==> config.mk <==
export PLATFORM = sky130hd
export DESIGN_NAME = pong_engine
export DESIGN_NICKNAME = d
export VERILOG_FILES = /design/src/rtl/pong_engine.sv
export SDC_FILE = /design/constraint.sdc
export NUM_CORES = 1
export LEC_CHECK = 0
export ABC_AREA = 1
export BUFFER_PORTS_ARGS = -buffer_cell sky130_fd_sc_hd__buf_2
export CAP_MARGIN = 25
export CORE_MARGIN = 5
export CORE_UTILIZATION = 39
export CTS_BUF_LIST = sky130_fd_sc_hd__clkbuf_4
export CTS_CLUSTER_SIZE = 28
export DETAILED_ROUTE_END_ITERATION = 10
export PLACE_DENSITY = 0.64
export SLEW_MARGIN = 20
export SYNTH_ARGS = -nofsm -noshare
export SYNTH_HDL_FRONTEND = slang
export SYNTH_SLANG_ARGS = --single-unit
==> constraint.sdc <==
create_clock -name clk -period 2.8 [get_ports clk]
set_input_delay 0.28 -clock clk [delete_from_list [all_inputs] [get_ports clk]]
set_output_delay 0.28 -clock clk [all_outputs]
set_load 0.02 [all_outputs]
==> src/rtl/pong_engine.sv <==
// Purpose : Pong game engine - match FSM, ball/paddle kinematics, scoring, serve delay, game-over hold.
// Latency : every update is registered; start/ack/tick effects are visible one clk after they are sampled.
// Backpressure: none; the renderer reads the registered coordinates and the engine never stalls.
// Ports   : clk/reset (async active-high), tick frame strobe, start/ack match control, four player
//           buttons in; ball_x/ball_y, paddle tops, scores, state, game_over and winner out (all registered).
module pong_engine #(
    parameter int COORD_W     = 10,
    parameter int SCORE_W     = 4,
    parameter int FIELD_W     = 640,
    parameter int FIELD_H     = 480,
    parameter int BALL_SIZE   = 8,
    parameter int PADDLE_H    = 64,
    parameter int PADDLE_W    = 8,
    parameter int PADDLE_X_L  = 16,
    parameter int PADDLE_X_R  = 616,
    parameter int BALL_STEP   = 2,
    parameter int PADDLE_STEP = 4,
    parameter int WIN_SCORE   = 7,
    parameter int SERVE_TICKS = 30
) (
    input  logic               clk,
    input  logic               reset,
    input  logic               tick,
    input  logic               start,
    input  logic               ack,
    input  logic               left_up,
    input  logic               left_down,
    input  logic               right_up,
    input  logic               right_down,
    output logic [COORD_W-1:0] ball_x,
    output logic [COORD_W-1:0] ball_y,
    output logic [COORD_W-1:0] left_paddle_y,
    output logic [COORD_W-1:0] right_paddle_y,
    output logic [SCORE_W-1:0] left_score,
    output logic [SCORE_W-1:0] right_score,
    output logic [1:0]         state,
    output logic               game_over,
    output logic               winner
);

    // Comparisons run one bit wider than the coordinates so sums never wrap.
    localparam int W     = COORD_W + 1;
    localparam int CNT_W = (SERVE_TICKS > 1) ? $clog2(SERVE_TICKS + 1) : 1;

    localparam logic [COORD_W-1:0] BX0    = COORD_W'((FIELD_W - BALL_SIZE) / 2);
    localparam logic [COORD_W-1:0] BY0    = COORD_W'((FIELD_H - BALL_SIZE) / 2);
    localparam logic [COORD_W-1:0] PY0    = COORD_W'((FIELD_H - PADDLE_H) / 2);
    localparam logic [COORD_W-1:0] XL_N   = COORD_W'(PADDLE_X_L + PADDLE_W);
    localparam logic [COORD_W-1:0] XR_N   = COORD_W'(PADDLE_X_R - BALL_SIZE);
    localparam logic [COORD_W-1:0] PMAX_N = COORD_W'(FIELD_H - PADDLE_H);
    localparam logic [COORD_W-1:0] BYMX_N = COORD_W'(FIELD_H - BALL_SIZE);
    localparam logic [COORD_W-1:0] BST_N  = COORD_W'(BALL_STEP);
    localparam logic [COORD_W-1:0] PST_N  = COORD_W'(PADDLE_STEP);

    localparam logic [W-1:0] XL_W   = W'(PADDLE_X_L + PADDLE_W);
    localparam logic [W-1:0] XR_W   = W'(PADDLE_X_R - BALL_SIZE);
    localparam logic [W-1:0] PMAX_W = W'(FIELD_H - PADDLE_H);
    localparam logic [W-1:0] BYMX_W = W'(FIELD_H - BALL_SIZE);
    localparam logic [W-1:0] BST_W  = W'(BALL_STEP);
    localparam logic [W-1:0] PST_W  = W'(PADDLE_STEP);
    localparam logic [W-1:0] BSZ_W  = W'(BALL_SIZE);
    localparam logic [W-1:0] PH_W   = W'(PADDLE_H);

    localparam logic [SCORE_W-1:0] WIN_S  = SCORE_W'(WIN_SCORE);
    localparam logic [CNT_W-1:0]   SRV_LAST = CNT_W'(SERVE_TICKS - 1);

    typedef enum logic [1:0] {IDLE = 2'd0, SERVE = 2'd1, PLAY = 2'd2, OVER = 2'd3} state_t;

    state_t               st_q, st_n;
    logic [COORD_W-1:0]   bx_q, bx_n, by_q, by_n, lp_q, lp_n, rp_q, rp_n;
    logic [SCORE_W-1:0]   ls_q, ls_n, rs_q, rs_n;
    logic                 dx_q, dx_n, dy_q, dy_n;
    logic                 win_q, win_n, over_q, over_n;
    logic [CNT_W-1:0]     cnt_q, cnt_n;
    logic                 left_hit, right_hit;
    logic [SCORE_W-1:0]   ls_inc, rs_inc;

    function automatic logic [COORD_W-1:0] move_paddle(input logic [COORD_W-1:0] y,
                                                       input logic up, input logic dn);
        logic [W-1:0] yw;
        yw = {1'b0, y};
        move_paddle = y;
        if (up && !dn) begin
            move_paddle = (yw <= PST_W) ? '0 : y - PST_N;
        end else if (dn && !up) begin
            move_paddle = (yw + PST_W >= PMAX_W) ? PMAX_N : y + PST_N;
        end
    endfunction

    // Overlap uses the paddle positions from before this tick's paddle move.
    assign left_hit  = ({1'b0, by_q} + BSZ_W > {1'b0, lp_q}) && ({1'b0, by_q} < {1'b0, lp_q} + PH_W);
    assign right_hit = ({1'b0, by_q} + BSZ_W > {1'b0, rp_q}) && ({1'b0, by_q} < {1'b0, rp_q} + PH_W);
    assign ls_inc    = ls_q + 1'b1;
    assign rs_inc    = rs_q + 1'b1;

    always_ff @(posedge clk or posedge reset) begin
        if (reset) begin
            st_q   <= IDLE;
            bx_q   <= BX0;
            by_q   <= BY0;
            lp_q   <= PY0;
            rp_q   <= PY0;
            ls_q   <= '0;
            rs_q   <= '0;
            dx_q   <= 1'b1;
            dy_q   <= 1'b1;
            win_q  <= 1'b0;
            over_q <= 1'b0;
            cnt_q  <= '0;
        end else begin
            st_q   <= st_n;
            bx_q   <= bx_n;
            by_q   <= by_n;
            lp_q   <= lp_n;
            rp_q   <= rp_n;
            ls_q   <= ls_n;
            rs_q   <= rs_n;
            dx_q   <= dx_n;
            dy_q   <= dy_n;
            win_q  <= win_n;
            over_q <= over_n;
            cnt_q  <= cnt_n;
        end
    end

    always_comb begin
        st_n   = st_q;
        bx_n   = bx_q;
        by_n   = by_q;
        lp_n   = lp_q;
        rp_n   = rp_q;
        ls_n   = ls_q;
        rs_n   = rs_q;
        dx_n   = dx_q;
        dy_n   = dy_q;
        win_n  = win_q;
        over_n = over_q;
        cnt_n  = cnt_q;
        case (st_q)
            IDLE: begin
                if (start) begin
                    st_n  = SERVE;
                    cnt_n = '0;
                end
            end
            SERVE: begin
                if (tick) begin
                    lp_n = move_paddle(lp_q, left_up, left_down);
                    rp_n = move_paddle(rp_q, right_up, right_down);
                    if (cnt_q == SRV_LAST) begin
                        st_n = PLAY;
                    end else begin
                        cnt_n = cnt_q + 1'b1;
                    end
                end
            end
            PLAY: begin
                if (tick) begin
                    lp_n = move_paddle(lp_q, left_up, left_down);
                    rp_n = move_paddle(rp_q, right_up, right_down);
                    // Vertical and horizontal resolve independently so corners flip both bits.
                    if (!dy_q && ({1'b0, by_q} <= BST_W)) begin
                        by_n = '0;
                        dy_n = 1'b1;
                    end else if (dy_q && ({1'b0, by_q} + BST_W >= BYMX_W)) begin
                        by_n = BYMX_N;
                        dy_n = 1'b0;
                    end else begin
                        by_n = dy_q ? by_q + BST_N : by_q - BST_N;
                    end
                    if (!dx_q && ({1'b0, bx_q} <= XL_W + BST_W)) begin
                        if (left_hit) begin
                            bx_n = XL_N;
                            dx_n = 1'b1;
                        end else begin
                            // Right player scores; the ball re-serves toward the left.
                            rs_n  = rs_inc;
                            bx_n  = BX0;
                            by_n  = BY0;
                            dx_n  = 1'b0;
                            dy_n  = dy_q;
                            cnt_n = '0;
                            if (rs_inc == WIN_S) begin
                                st_n   = OVER;
                                win_n  = 1'b1;
                                over_n = 1'b1;
                            end else begin
                                st_n = SERVE;
                            end
                        end
                    end else if (dx_q && ({1'b0, bx_q} + BST_W >= XR_W)) begin
                        if (right_hit) begin
                            bx_n = XR_N;
                            dx_n = 1'b0;
                        end else begin
                            ls_n  = ls_inc;
                            bx_n  = BX0;
                            by_n  = BY0;
                            dx_n  = 1'b1;
                            dy_n  = dy_q;
                            cnt_n = '0;
                            if (ls_inc == WIN_S) begin
                                st_n   = OVER;
                                win_n  = 1'b0;
                                over_n = 1'b1;
                            end else begin
                                st_n = SERVE;
                            end
                        end
                    end else begin
                        bx_n = dx_q ? bx_q + BST_N : bx_q - BST_N;
                    end
                end
            end
            OVER: begin
                if (ack) begin
                    st_n   = IDLE;
                    bx_n   = BX0;
                    by_n   = BY0;
                    lp_n   = PY0;
                    rp_n   = PY0;
                    ls_n   = '0;
                    rs_n   = '0;
                    dx_n   = 1'b1;
                    dy_n   = 1'b1;
                    win_n  = 1'b0;
                    over_n = 1'b0;
                    cnt_n  = '0;
                end
            end
            default: st_n = IDLE;
        endcase
    end

    assign ball_x         = bx_q;
    assign ball_y         = by_q;
    assign left_paddle_y  = lp_q;
    assign right_paddle_y = rp_q;
    assign left_score     = ls_q;
    assign right_score    = rs_q;
    assign state          = st_q;
    assign game_over      = over_q;
    assign winner         = win_q;

endmodule

* Word level (Yosys, flattened, before mapping)
Index checks and enable logic that the tools add are counted.
** Word-level totals
- Register bits :: 59
- Output and inout bits :: 52
** Operators by class
- Add/sub/neg operators :: 18
- Magnitude comparators :: 12
- Equality and inequality tests :: 27
- Mux-type cells :: 93
- Reductions and logical operators :: 30
** Operator list (count)
- $mux W10 :: 26
- $pmux W10 S2 :: 4
- $mux W5 :: 9
- $ge A11 B9 Y1 const B :: 3
- $mux W4 :: 8
- $mux W1 :: 26
- $reduce_and A8 Y1 :: 3
- $add A10 B2 Y11 const B :: 2
- $add A10 B3 Y11 const B :: 2
- $add A10 B7 Y11 const B :: 2
- $gt A11 B10 Y1 :: 2
- $lt A10 B11 Y1 :: 2
- $mux W2 :: 11
- $ne A2 B2 Y1 const B :: 11
- $add A10 B2 Y10 const B :: 2
- $add A10 B3 Y10 const B :: 2
- $le A10 B3 Y1 const B :: 2
- $pmux W5 S4 :: 1
- $sub A10 B2 Y10 const B :: 2
- $sub A10 B3 Y10 const B :: 2
- $ne A3 B3 Y1 const B :: 6
- $pmux W4 S2 :: 2
- $reduce_and A4 Y1 :: 3
- $add A10 B4 Y11 const B :: 1
- other kinds (23) :: 46

* Longest topological paths before layout
Gate-level depths: netlist of run 1.
- Word-level depth :: 10
- Mapped depth :: 19

* Least setup slack after synthesis of run 1
No wires, ideal clock.
- Kind :: reg-to-reg
- From :: register by_q[3], in the netlist ball_y[3]
- To :: register rs_q[0], in the netlist right_score[0]
- Library setup time :: 0.130 ns
- Arrival time :: 2.426 ns
- Required time :: 2.670 ns
- Path slack :: 0.245 ns
- Stages on the path, launching flop included :: 16
- Path buffers :: 0
- Cells stage by stage :: dfstp_2 ha_1 nand2_1 nor2_2 a21oi_1 a21oi_1 ha_1 and3_1 nand2_1 nand2_1 nand2_1 nand2_1 nand2_1 nand2_1 a21oi_1 o21ai_0
** On the way
- Cells in the longest elaborated chain, start to end :: 5
- Elaborated cells between the ends (all ways) :: 6
- Classes of those cells :: add/sub (1); order compare (2); eq/ne (1); reduce/logical (2)
** Ends and longest elaborated chain
- start: declaration :: line 70 : logic [COORD_W-1:0] bx_q, bx_n, by_q, by_n, lp_q, lp_n, rp_q, rp_n;
- start signal: assignment :: line 113 : by_q <= by_n;
- $add A10 B4 Y11 :: line 91 : assign left_hit = ({1'b0, by_q} + BSZ_W > {1'b0, lp_q}) && ({1'b0, by_q} < {1'b0, lp_q} + PH_W);
- $gt A11 B10 Y1 :: line 91
- $logic_and A1 B1 Y1 (*) :: line 91
- $ne A2 B2 Y1 (no source line) (*)
- $reduce_and A5 Y1 (no source line) (*)
- end signal: assignment :: line 117 : rs_q <= rs_n;
- end: declaration :: line 71 : logic [SCORE_W-1:0] ls_q, ls_n, rs_q, rs_n;
Mark *: on every way between the ends. The rest lies on a longest branch, timed or not.
A chain may end at the register's enable or synchronous reset.

* Final worst setup path of run 1
- From :: register by_q[3], in the netlist ball_y[3]
- To :: register by_q[0], in the netlist ball_y[0]
** On the way
- Cells in the longest elaborated chain, start to end :: 10
- Elaborated cells between the ends (all ways) :: 20
- Classes of those cells :: add/sub (2); order compare (6); mux (8); reduce/logical (4)
** Ends and longest elaborated chain
- $add A10 B2 Y11 :: line 165 : end else if (dy_q && ({1'b0, by_q} + BST_W >= BYMX_W)) begin
- $ge A11 B9 Y1 :: line 165
- $logic_and A1 B1 Y1 :: line 165
- $mux W10 :: line 165
- $mux W10 :: line 162 : if (!dy_q && ({1'b0, by_q} <= BST_W)) begin
- $mux W10 :: line 192 : if (right_hit) begin
- $mux W10 :: line 191 : end else if (dx_q && ({1'b0, bx_q} + BST_W >= XR_W)) begin
- $mux W10 (*) :: line 171 : if (!dx_q && ({1'b0, bx_q} <= XL_W + BST_W)) begin
- $mux W10 (*) :: line 158 : if (tick) begin
- $pmux W10 S2 (*) :: line 139 : case (st_q)
Mark *: on every way between the ends. The rest lies on a longest branch, timed or not. The select of a mux whose other input is x is not followed.

==> results of run 1 <==
-- metal layers --
| layer | GRT usage | share of wire | wire length (um) | vias to the layer above |
|---|---|---|---|---|
| li1 | - | - | - | 2718 |
| met1 | 0.238 | 0.46 | 6780 | 2423 |
| met2 | 0.310 | 0.47 | 6990 | 138 |
| met3 | 0.0315 | 0.047 | 701 | 24 |
| met4 | 0.0568 | 0.021 | 314 | 0 |
| met5 | 0 | 0 | 0 | - |
-- kinds of logic after synthesis --
family	Yosys count	synth area share
other	1	0.000686
and+or+nand+nor	377	0.322
DFF	54	0.251
adders and majority gates	63	0.146
xor gates and xnor gates	29	0.0465
AOI/OAI and AO/OA	129	0.139
buffers and inverters	126	0.0948
-- worst max-delay path: cells and delay by family, from the launching register on --
| family | cells | cell delay (ns) |
|---|---|---|
| adders and majority gates | 2 | 0.44 |
| AOI/OAI and AO/OA | 3 | 0.37 |
| and+or+nand+nor | 9 | 1.12 |
| DFF | 1 | 0.61 |
-- synthesized netlist by cell type, drive strengths merged, types with 3 or more instances --
cell    count  area share
a21boi      5      0.0089
a21o        3      0.0041
a21oi      39       0.037
a22oi       6      0.0082
a31oi       6      0.0069
buf        12       0.016
clkbuf      4      0.0030
dfrtp      36        0.16
dfstp      18       0.087
ha         62        0.14
inv       109       0.075
nand2     197        0.15
nand3      65       0.066
nand3b      3      0.0041
nand4      15       0.017
nor2       74       0.059
nor3        8      0.0094
nor4        4      0.0046
o211ai      3      0.0041
o21ai      53       0.049
o22ai       6      0.0069
o31ai       3      0.0041
or2        10       0.011
xor2       28       0.045
-- registers in the layout (all words and copies together), names as in the netlist, 2 cells and up --
register and count:
state 2, right_paddle_y 8, right_score 4, left_score 4
ball_y 10, ball_x 9, left_paddle_y 8, cnt_q 5
-- power by group --
| part | leakage [uW] | switching (uW) | internal (uW) |
|---|---|---|---|
| Clock | 0.0000373 | 321 | 108 |
| Sequential | 0.000654 | 432 | 1170 |
| Combinational | 0.00252 | 3690 | 2150 |
| Total | 0.00321 | 4440 | 3430 |
-- final cells by class --
class,count,area (um2)
fillers,1443,7580
repair buffers,84,495
clock inverters,3,28.8
multi-input cells,603,3670
well taps,180,225
inverters,110,413
clock buffers,5,37.5
flip-flops and latches,54,1370
-- metrics by stage --
step / std cells / TNS (ns)
after floorplan: 783 / 0
after global placement: 1027 / 0
after detailed placement: 1027 / 0
after CTS: 1036 / 0
after global routing: 1039 / -0.0241
final: 1039 / 0
-- worst min path at each step --
stage,startpoint,to,cells after the start
6_report,left_down,left_paddle_y[5]$_DFFE_PP0P_,5
5_1_grt,left_down,left_paddle_y[5]$_DFFE_PP0P_,5
4_1_cts,left_down,left_paddle_y[5]$_DFFE_PP0P_,5
3_5_place_dp,reset,winner$_DFFE_PP0P_,2
3_3_place_gp,reset,left_paddle_y[3]$_DFFE_PP0P_,2
2_1_floorplan,cnt_q[4]$_DFFE_PP0P_,cnt_q[4]$_DFFE_PP0P_,2
-- cell usage in the layout (no fill, tap or decap), types with 18 or more instances in the layout --
master   instances
nand2_1        173
inv_1           98
ha_1            60
nor2_1          58
nand3_1         58
buf_2           55
o21ai_0         38
dfrtp_1         36
a21oi_1         35
buf_4           28
xor2_1          25
nand2_2         20
dfstp_2         18
-- repair_timing --
| item | 4_1_cts | 5_1_grt |
|---|---|---|
| hold buffers | 1 | 0 |
| gates resized for setup | 0 | 17 |
| hold endpoints to repair | 15 | 0 |
| setup endpoints to repair | 0 | 26 |
| setup buffers | 0 | 3 |
==> impl_metrics.toml, run 1 <==
[outcome]
status = "finished, final reports clean"

[yosys]
synth_ff_type = "dfrtp_1"
synth-seq-area-share = 0.251
syn_inst = 779
synth-seq-cells = 54
synth_area_um2 = 5460
synthArstFlopShare = 1.00
ys_warn_count = 0
syn_avg_cell_area_um2 = 7.01
yosysUniqueCellTypes = 49
synth-edff-count = 0

[die]
die_x_um = 128
ios = 61
core_um2 = 13800
die_h_um = 128
rows = 43
start_util = 0.395
dieArea_um2 = 16500

[critical_path]
crit_end = "ball_y[0]$_DFFE_PP0P_"
start_kind = "flop"
crit_path_cell_trace = "ha_2, nand2_2, nor2_4, a21oi_1, a21oi_2, ha_1, and3_1, nand4_1, nand2_1, nand2_1, nand3_1, nand2_4, nand2_2, a21oi_1"
r2r-start = "ball_y[3]$_DFFE_PP1P_"
ff2ff_setup_slack_ns = 0.21
path_max_fanout = 9
rr_worst_depth = 14
cp_slowest_stage_delay_ns = 0.61
cpMaxStageDelayCell = "dfstp_2"
r2r_end = "ball_y[0]$_DFFE_PP0P_"
worstSetupEndpointType = "flop"
timing.critical_path.from = "ball_y[3]$_DFFE_PP1P_"
cp.arrival_ns = 2.97
worstSetupPathType = "reg -> reg"
required_ns = 3.18

[timing]
clock_skew_ns = 0.00798
post-route-period-util = 0.924
hold_viol_final = 0
rsz0062_at_grt = "yes"
setup_slack_ns = 0.212
setup_viol = 0
worst_slew_pin_slew_ns = 0.521
hold_ws_ns = 0.271
fin_crit_ns = 2.59
max_freq_ghz = 0.386
slew_headroom = 0.649
slew_viol_final = 0

[clocking]
cts_buffers = 5
cts_buffer_depth = 2
path_clk_slew_ns = 0.19
clock_tree.htree_level_count = 2
clk_latency_ns = 0.44
cts_tree = "built"
cts-root-buf = "clkbuf_4"
cts_sinks = 54

[global_route]
grt_max_degree = 23
overflow = 0
antenna_found_initial = 0
grt_pass1_vias = 5189
grt_pass1_wl_um = 24800
grt_usage = 0.183

[routing]
drc = 0
wl_per_cell_um = 14.2
first_iter_violations = 317
wl_um = 14800
via_per_inst = 5.10
firstDrtPassIters = 5
antenna_left = 0
vias = 5303

[cells_and_area]
layout-drive-gt1-share = 0.224
n_antenna_cell = 0
fin_util = 0.452
stdcell_area_um2 = 6240
syn2layout_area_growth_pct = 14.3
nets = 930

[power_and_ir_drop]
p_leak_uw = 0.00321
power_uw = 7870
ir_drop_mv = 0.618
p_per_area_nw_per_um2 = 1260

[placed_design]
placed_area_um2 = 6060
place_ws_ns = 0.0953
gp_routability_congestion = 0.886
dp_hpwl_um = 11800
port_buffers = 55

[min_path]
min_path_type = "in -> reg"

[job]
max_cap_viol_count = 0
Note: power is estimated with default switching activity, not from simulation.
==> run 2: changes to the inputs <==
--- a/config.mk
+++ b/config.mk
@@ -13,7 +13,7 @@
 export CTS_BUF_LIST = sky130_fd_sc_hd__clkbuf_4
 export CTS_CLUSTER_SIZE = 28
 export DETAILED_ROUTE_END_ITERATION = 10
-export PLACE_DENSITY = 0.64
+export PLACE_DENSITY = 0.66
 export SLEW_MARGIN = 20
 export SYNTH_ARGS = -nofsm -noshare
 export SYNTH_HDL_FRONTEND = slang
==> constraint.sdc (replaced) <==
create_clock -name clk -period 2.38 [get_ports clk]
set_input_delay 0.238 -clock clk [delete_from_list [all_inputs] [get_ports clk]]
set_output_delay 0.238 -clock clk [all_outputs]
set_load 0.02 [all_outputs]
==> run 2 against run 1 <==
- the run now ends with setup timing left
- clock skew grew 0.0056 ns
- die area unchanged
- non-clock buffer count increased by 40
- register-to-register slack worse by 0.36 ns
- clock power up 17%
- count of clock-buffer cells in the layout is the same
- critical path type unchanged
==> impl_metrics.toml, run 2 (synthesized netlist as in run 1, its figures left out) <==
[critical_path]
worstSetupPathType = "reg -> reg"
r2r_end = "left_score[0]$_DFFE_PP0P_"
r2r-start = "ball_y[3]$_DFFE_PP1P_"
path_max_fanout = 4
cp.arrival_ns = 2.88
start_kind = "flop"
required_ns = 2.73
rr_worst_depth = 16
worstSetupEndpointType = "flop"
ff2ff_setup_slack_ns = -0.15

[placed_design]
gp_routability_congestion = 0.891
dp_hpwl_um = 12000
port_buffers = 55

[timing]
clock_skew_ns = 0.0136
post-route-period-util = 1.06
max_freq_ghz = 0.395
setup_viol = 34
fin_crit_ns = 2.53
slew_viol_final = 0
rsz0062_at_grt = "yes"
setup_slack_ns = -0.152
worst_slew_pin_slew_ns = 0.572
slew_headroom = 0.618
hold_viol_final = 0

[outcome]
status = "complete, but fails checks"
violations = "setup timing"

[min_path]
holdPathEnd = "right_paddle_y[5]$_DFFE_PP0P_"
min_path_cells = 5
worstHoldStart = "right_down"
min_path_type = "in -> reg"

[die]
core_um2 = 13800
ios = 61
rows = 43
die_h_um = 128
start_util = 0.395
dieArea_um2 = 16500
die_x_um = 128

[global_route]
grt_pass1_wl_um = 25300
met1_usage = 0.241
grt_usage = 0.188
antenna_found_initial = 0
grt_max_degree = 32
gr-usage-met2 = 0.322
grt_util_met3 = 0.0332
overflow = 0
grt.busiest_layer = "met2"
grt_pass1_vias = 5289

[cells_and_area]
largest_reg_flops = 10
seqCellArea_um2 = 1380
fill_cells = 1434
n_antenna_cell = 0
nets = 972
multiInputGateArea_um2 = 3870
layout-drive-gt1-share = 0.284
layout_commonest_cell = "nand2_1"
fin_util = 0.490
layout_common_cells = "nand2_1 (166), inv_1 (98), buf_4 (66)"
syn2layout_area_growth_pct = 24.0

[routing]
vias = 5493
antenna_left = 0
drc = 0
wl_um = 15300
via_per_inst = 5.08
first_iter_violations = 351
wl_per_cell_um = 14.2
firstDrtPassIters = 5

[job]
max_cap_viol_count = 0

[clocking]
clk_latency_ns = 0.43
cts_tree = "built"
path_clk_slew_ns = 0.19
cts_buffer_depth = 2
cts_sinks = 54
clock_tree.htree_level_count = 2
cts_buffers = 5
cts-root-buf = "clkbuf_4"

[power_and_ir_drop]
ir_drop_mv = 0.746
p_per_area_nw_per_um2 = 1500
p_leak_uw = 0.00347
power_uw = 10200
## run 2: worst max-delay path by stage
stage / start / end / depth (start not counted)
2_1_floorplan: ball_y[3]$_DFFE_PP1P_ / cnt_q[2]$_DFFE_PP0P_ / 16
3_3_place_gp: ball_y[3]$_DFFE_PP1P_ / right_score[3]$_DFFE_PP0P_ / 15
3_5_place_dp: ball_y[3]$_DFFE_PP1P_ / right_score[1]$_DFFE_PP0P_ / 15
4_1_cts: ball_y[3]$_DFFE_PP1P_ / cnt_q[3]$_DFFE_PP0P_ / 17
5_1_grt: ball_y[3]$_DFFE_PP1P_ / game_over$_DFFE_PP0P_ / 19
6_report: ball_y[3]$_DFFE_PP1P_ / left_score[0]$_DFFE_PP0P_ / 16
## run 2: final cells by class
| type | instances | area share |
|---|---|---|
| clock buffer | 5 | 0.00554 |
| clock inverter | 3 | 0.00425 |
| inverter | 110 | 0.0617 |
| multi-input combinational | 605 | 0.571 |
| sequential | 54 | 0.203 |
| tap | 180 | 0.0332 |
| timing repair buffer | 124 | 0.121 |
## run 2: per-stage QoR
| step | TNS [ns] | area (um2) | instances | setup slack, ns | hold WS [ns] |
|---|---|---|---|---|---|
| after floorplan | -0.572 | 5580 | 783 | -0.0396 | 0.500 |
| after global placement | -2.00 | 6470 | 1065 | -0.100 | 0.336 |
| after detailed placement | -3.83 | 6470 | 1065 | -0.175 | 0.343 |
| after CTS | -2.75 | 6710 | 1078 | -0.127 | 0.203 |
| after global routing | -9.35 | 6780 | 1081 | -0.326 | 0.242 |
| final | -3.78 | 6780 | 1081 | -0.152 | 0.238 |
## run 2: repair_timing
item,in CTS,in global routing
hold buffers,1,0
gates cloned,2,0
hold endpoints to repair,11,0
resized for setup,28,12
pin swaps,12,3
setup buffers,2,3
setup endpoints to repair,36,36
## run 2: report_power, final
group          internal, uW  leakage (uW)  switching, uW  total (uW)
clock network           127     0.0000373            374         501
registers              1380      0.000653            434        1810
logic                  3070       0.00278           4800        7870
## run 2: layer usage
layer  up-vias  part of all wire
li1       2800                 -
met4         0             0.023
met1      2537              0.46
met2       128              0.48
met5         -                 0
met3        28             0.037
## run 2: worst max-delay path: stages, from the launching register on
cell     delay, ns
dfstp_2       0.62
buf_12        0.12
buf_4         0.10
nand2_2       0.07
xor2_2        0.16
ha_1          0.31
a21o_1        0.18
nand3_1       0.09
nand2_1       0.06
nor2_1        0.09
nand2_1       0.08
nand3_4       0.11
nand2_4       0.10
nand2_2       0.13
nand2_4       0.07
nor2_2        0.11
a21oi_2       0.04
